File: config.mk
export PLATFORM = sky130hd
export DESIGN_NAME = temp_moving_avg
export DESIGN_NICKNAME = d
export VERILOG_FILES = /design/src/rtl/temp_moving_avg.sv
export SDC_FILE = /design/constraint.sdc
export NUM_CORES = 1
export LEC_CHECK = 0
export BUFFER_PORTS_ARGS = -buffer_cell sky130_fd_sc_hd__clkbuf_2
export CAP_MARGIN = 20
export CORE_AREA = 2 2 112 168
export CTS_CLUSTER_SIZE = 24
export DETAILED_ROUTE_END_ITERATION = 7
export DIE_AREA = 0 0 114 170
export PLACE_DENSITY = 0.57
export SLEW_MARGIN = 20
export SYNTH_ARGS = -nofsm -noshare
export SYNTH_HDL_FRONTEND = slang
export SYNTH_SLANG_ARGS = --single-unit
File: constraint.sdc
create_clock -name clk -period 6.3 [get_ports clk]
set_clock_uncertainty 0.2 [all_clocks]
set_input_delay 0 -clock clk [delete_from_list [all_inputs] [get_ports clk]]
set_output_delay 0 -clock clk [all_outputs]
set_load 0.03 [all_outputs]
File: src/rtl/temp_moving_avg.sv
// Temperature conditioning: periodic sampling, N-sample moving average, and a
// double-dabble conversion of each new average into three BCD digits.
module temp_moving_avg #(
  parameter int unsigned SAMPLE_DIV = 50000000,
  parameter int unsigned LOG2_N     = 3,
  parameter int unsigned W          = 9
) (
  input  logic         clk,
  input  logic         rst,
  input  logic [W-1:0] temperatura,
  output logic [W-1:0] avg,
  output logic         avg_valid,
  output logic         filled,
  output logic [3:0]   bcd_hund,
  output logic [3:0]   bcd_tens,
  output logic [3:0]   bcd_ones,
  output logic         bcd_valid
);

  localparam int unsigned N     = 1 << LOG2_N;
  localparam int unsigned SUM_W = W + LOG2_N;
  localparam int unsigned CNT_W = $clog2(SAMPLE_DIV);
  localparam int unsigned IT_W  = $clog2(W + 1);

  typedef enum logic [1:0] {StIdle, StShift, StDone} state_e;

  logic [CNT_W-1:0]  cnt_q;
  logic [LOG2_N-1:0] wr_ptr_q;
  logic [W-1:0]      buf_q [N];
  logic [SUM_W-1:0]  sum_q;
  logic              filled_q;
  logic              cap_q;
  logic [W-1:0]      avg_q;
  logic              avg_valid_q;
  logic              tick;

  state_e            state_q, state_d;
  logic [W-1:0]      sr_q, sr_d;
  logic [11:0]       acc_q, acc_d, adj;
  logic [IT_W-1:0]   it_q, it_d;
  logic [11:0]       dig_q, dig_d;
  logic              bcd_valid_q, bcd_valid_d;

  assign tick = (cnt_q == CNT_W'(SAMPLE_DIV - 1));

  // Sample timer and circular window with a running sum.
  always_ff @(posedge clk) begin
    if (rst) begin
      cnt_q    <= '0;
      wr_ptr_q <= '0;
      sum_q    <= '0;
      filled_q <= 1'b0;
      cap_q    <= 1'b0;
      for (int i = 0; i < int'(N); i++) buf_q[i] <= '0;
    end else begin
      cap_q <= tick;
      cnt_q <= tick ? '0 : cnt_q + CNT_W'(1);
      if (tick) begin
        if (!filled_q) begin
          // Preload the whole window so the first average carries no warm-up bias.
          for (int i = 0; i < int'(N); i++) buf_q[i] <= temperatura;
          sum_q    <= {temperatura, {LOG2_N{1'b0}}};
          wr_ptr_q <= LOG2_N'(1);
          filled_q <= 1'b1;
        end else begin
          buf_q[wr_ptr_q] <= temperatura;
          sum_q    <= sum_q + SUM_W'(temperatura) - SUM_W'(buf_q[wr_ptr_q]);
          wr_ptr_q <= wr_ptr_q + LOG2_N'(1);
        end
      end
    end
  end

  // Average register, updated the cycle after each capture.
  always_ff @(posedge clk) begin
    if (rst) begin
      avg_q       <= '0;
      avg_valid_q <= 1'b0;
    end else begin
      avg_valid_q <= cap_q;
      if (cap_q) avg_q <= sum_q[SUM_W-1:LOG2_N];
    end
  end

  // BCD conversion state and output digit registers.
  always_ff @(posedge clk) begin
    if (rst) begin
      state_q     <= StIdle;
      sr_q        <= '0;
      acc_q       <= '0;
      it_q        <= '0;
      dig_q       <= '0;
      bcd_valid_q <= 1'b0;
    end else begin
      state_q     <= state_d;
      sr_q        <= sr_d;
      acc_q       <= acc_d;
      it_q        <= it_d;
      dig_q       <= dig_d;
      bcd_valid_q <= bcd_valid_d;
    end
  end

  // Double-dabble next state; a new average restarts any conversion in progress.
  always_comb begin
    state_d     = state_q;
    sr_d        = sr_q;
    acc_d       = acc_q;
    it_d        = it_q;
    dig_d       = dig_q;
    bcd_valid_d = 1'b0;
    adj         = acc_q;
    for (int i = 0; i < 3; i++) begin
      if (acc_q[4*i +: 4] >= 4'd5) adj[4*i +: 4] = acc_q[4*i +: 4] + 4'd3;
    end
    if (avg_valid_q) begin
      sr_d    = avg_q;
      acc_d   = '0;
      it_d    = '0;
      state_d = StShift;
    end else begin
      unique case (state_q)
        StIdle: ;
        StShift: begin
          {acc_d, sr_d} = {adj, sr_q} << 1;
          it_d          = it_q + IT_W'(1);
          if (it_q == IT_W'(W - 1)) state_d = StDone;
        end
        StDone: begin
          // All three digits change in the same cycle.
          dig_d       = acc_q;
          bcd_valid_d = 1'b1;
          state_d     = StIdle;
        end
        default: state_d = StIdle;
      endcase
    end
  end

  assign avg       = avg_q;
  assign avg_valid = avg_valid_q;
  assign filled    = filled_q;
  assign bcd_hund  = dig_q[11:8];
  assign bcd_tens  = dig_q[7:4];
  assign bcd_ones  = dig_q[3:0];
  assign bcd_valid = bcd_valid_q;

endmodule

==> results.json <==
{
  "status": "completed",
  "finalCriticalPeriod_ps": 4200,
  "arrival_ps": 4050,
  "avgRoutedWirePerCell_um": 17.2,
  "post_cts_buffers": 0,
  "synth_cell_types": 55,
  "cellLeakagePower_nw": 3.34,
  "vias_per_cell": 5.44,
  "synth_nets": 818,
  "cp-end-kind": "flip-flop",
  "timing_hold_violations_final": 0,
  "final_cell_mix": "dfxtp_1 (95), nor2_1 (79), nand2_1 (78)",
  "die_h_um": 170,
  "fp.dieArea_um2": 19400,
  "tns_ps": 0,
  "portBuffers": 34,
  "worstSetupStartpointType": "flip-flop",
  "min_from": "dig_q[7]$_SDFFE_PP0P_",
  "drc": 0,
  "slew_headroom_pct": 26.7,
  "drive_above_1_share_pct": 14.0,
  "htreeDepth": 4,
  "whs_path_depth": 2,
  "cp_cell_sequence": "ha_1, nand3_1, or2_1, or3_1, or2_1, inv_2, nand3_1, o21ai_1",
  "start_util_pct": 44.6,
  "core_area_um2": 17900,
  "yosysWarnings": 0,
  "critPathSlowestCell": "o21ai_1",
  "peakVddDrop_v": 0.000173,
  "rsz0062_at_grt": "no",
  "place_ws_ps": 2070,
  "min_path_type": "reg -> reg",
  "fp.dieW_um": 114,
  "crit_required_ps": 6150,
  "drt-pass1-iter-count": 4,
  "synth_edf_count": 72,
  "routabilityCongestion": 0.831,
  "ant_nets": 0,
  "clk_pin_slew_ps": 70,
  "synthArstFlopShare_pct": 0,
  "maxSlewViolCount": 0,
  "synth_seq_cells": 168,
  "r2r_end": "buf_q[6][3]$_DFFE_PP_",
  "yosysSeqAreaShare_pct": 51.3,
  "cts_buffer_depth": 2,
  "vias": 5662,
  "cts-buffers-inserted": 17,
  "antenna_found_initial": 0,
  "numClockSinks": 168,
  "syn_inst": 776,
  "grt_pass1_vias": 5796,
  "syn_area_um2": 7970,
  "syn2layout_area_growth_pct": 13.0,
  "crit_type": "reg -> reg",
  "row_count": 60,
  "power_density_nw_per_um2": 253,
  "max_freq_ghz": 0.238,
  "track_usage_pct": 19.9,
  "syn_area_per_cell_um2": 10.3,
  "finalSetupViolCount": 0,
  "synthFlopType": "dfxtp_1",
  "insertion_delay_ps": 430,
  "wirelength_um": 17900,
  "final.setup.worst_slack_ps": 2100,
  "rr_worst_depth": 8,
  "layout_commonest_cell": "dfxtp_1",
  "worstPathMaxFanout": 16,
  "cap_violations": 0,
  "hold_end": "dig_q[7]$_SDFFE_PP0P_",
  "final_nets": 852,
  "grt_pass1_wl_um": 29600,
  "rr_startpoint": "cnt_q[0]$_SDFF_PP0_",
  "hpwl_um": 13100,
  "dr.first_iter.drc_count": 291,
  "tightest_slew_ps": 1090,
  "r2r_slack_ps": 2100,
  "io_pins": 35,
  "cpPeakStageDelay_ps": 820,
  "grt_max_degree": 61,
  "root_buffer": "clkbuf_16",
  "tritoncts": "yes",
  "grt_overflow": 0,
  "period_share_pct": 66.7,
  "antenna_cells": 0
}
==> cells by family after synthesis <==
kind of cell    after synthesis  synth area share [%]
buf+inv                      90                  4.45
fa+ha+maj                    31                  5.72
simple gates                291                  17.6
mux                          38                  7.76
compound gates              120                  9.00
xor+xnor                     38                  4.18
flops                       168                  51.3
==> critical path: cells and delay by family, from the launching register on <==
family                     cells  cell delay (ps)
adders and majority gates      1              210
buffers and inverters          1              360
AOI/OAI and AO/OA              1              820
DFF                            1              370
and+or+nand+nor                5             1840
==> per-stage QoR <==
stage / utilization, % / instance area (um2) / power (W) / std cells / hold WS, ps
6_report: 50.4 / 9000 / 0.00227 / 1040 / 253
5_1_grt: 50.4 / 9000 / 0.00235 / 1040 / 282
4_1_cts: 50.3 / 8990 / 0.00229 / 1040 / 259
3_5_place_dp: 46.6 / 8330 / 0.00130 / 998 / 197
3_3_place_gp: 46.6 / 8330 / 0.00129 / 998 / 198
2_1_floorplan: - / 7970 / 0.00126 / 776 / -29.1
==> synth_stat cells (8+ instances only) <==
cell | count | area (um2)
edfxtp_1 | 72 | 2160
o21ai_0 | 18 | 90.1
xnor2_1 | 23 | 201
nor3_1 | 19 | 95.1
nand2b_1 | 10 | 62.6
mux4_2 | 18 | 405
nand4_1 | 8 | 50.1
nand2_1 | 78 | 293
mux2_2 | 10 | 113
nand3_1 | 15 | 75.1
clkbuf_1 | 25 | 93.8
fa_1 | 9 | 180
a21oi_1 | 59 | 295
and2_1 | 42 | 263
ha_1 | 22 | 275
inv_1 | 51 | 191
dfxtp_1 | 96 | 1920
and3_1 | 13 | 81.3
nor2_1 | 79 | 297
xor2_1 | 15 | 131
mux2i_1 | 10 | 100
==> area by class of cell <==
type	instances	area [um2]
clock buffers	19	443
clock inverters	13	119
fillers	1641	8870
inverters	53	199
multi-input cells	518	3550
flip-flops and latches	168	4090
well taps	217	272
repair buffers	52	330
==> what timing repair did <==
action / CTS / global route
resized for setup: 0 / 0
hold buffers: 10 / 0
endpoints found under the hold margin: 98 / 0
==> state kept, by name, indices dropped and copies added (netlist names), 2 cells and up, named ones only <==
register  count
buf_q        72
cnt_q        26
acc_q        12
dig_q        12
sum_q        12
avg           9
sr_q          9
it_q          4
wr_ptr_q      3
state_q       2
==> routing by layer <==
metal / global-route usage [%] / part of all wire [%] / vias up
li1: - / - / 2745
met1: 21.4 / 38 / 2787
met2: 37.0 / 56 / 98
met3: 3.95 / 2.6 / 32
met4: 9.07 / 3.3 / 0
met5: 0 / 0 / -
==> power by group <==
group	switching, W	internal (W)
sequential	0.00000689	0.00115
combinational	0.0000713	0.0000448
clock	0.000441	0.000557
==> worst max-delay path by stage <==
stage                             endpoint           startpoint  cells past startpoint
CTS                  buf_q[6][3]$_DFFE_PP_  cnt_q[0]$_SDFF_PP0_                      8
detailed placement   buf_q[6][4]$_DFFE_PP_  cnt_q[0]$_SDFF_PP0_                      8
global route         buf_q[6][3]$_DFFE_PP_  cnt_q[0]$_SDFF_PP0_                      8
floorplan           sum_q[10]$_SDFFE_PP0P_            flip-flop                     12
global placement    sum_q[10]$_SDFFE_PP0P_            flip-flop                     14
finish               buf_q[6][3]$_DFFE_PP_  cnt_q[0]$_SDFF_PP0_                      8
Note: power is estimated with default switching activity, not from simulation.
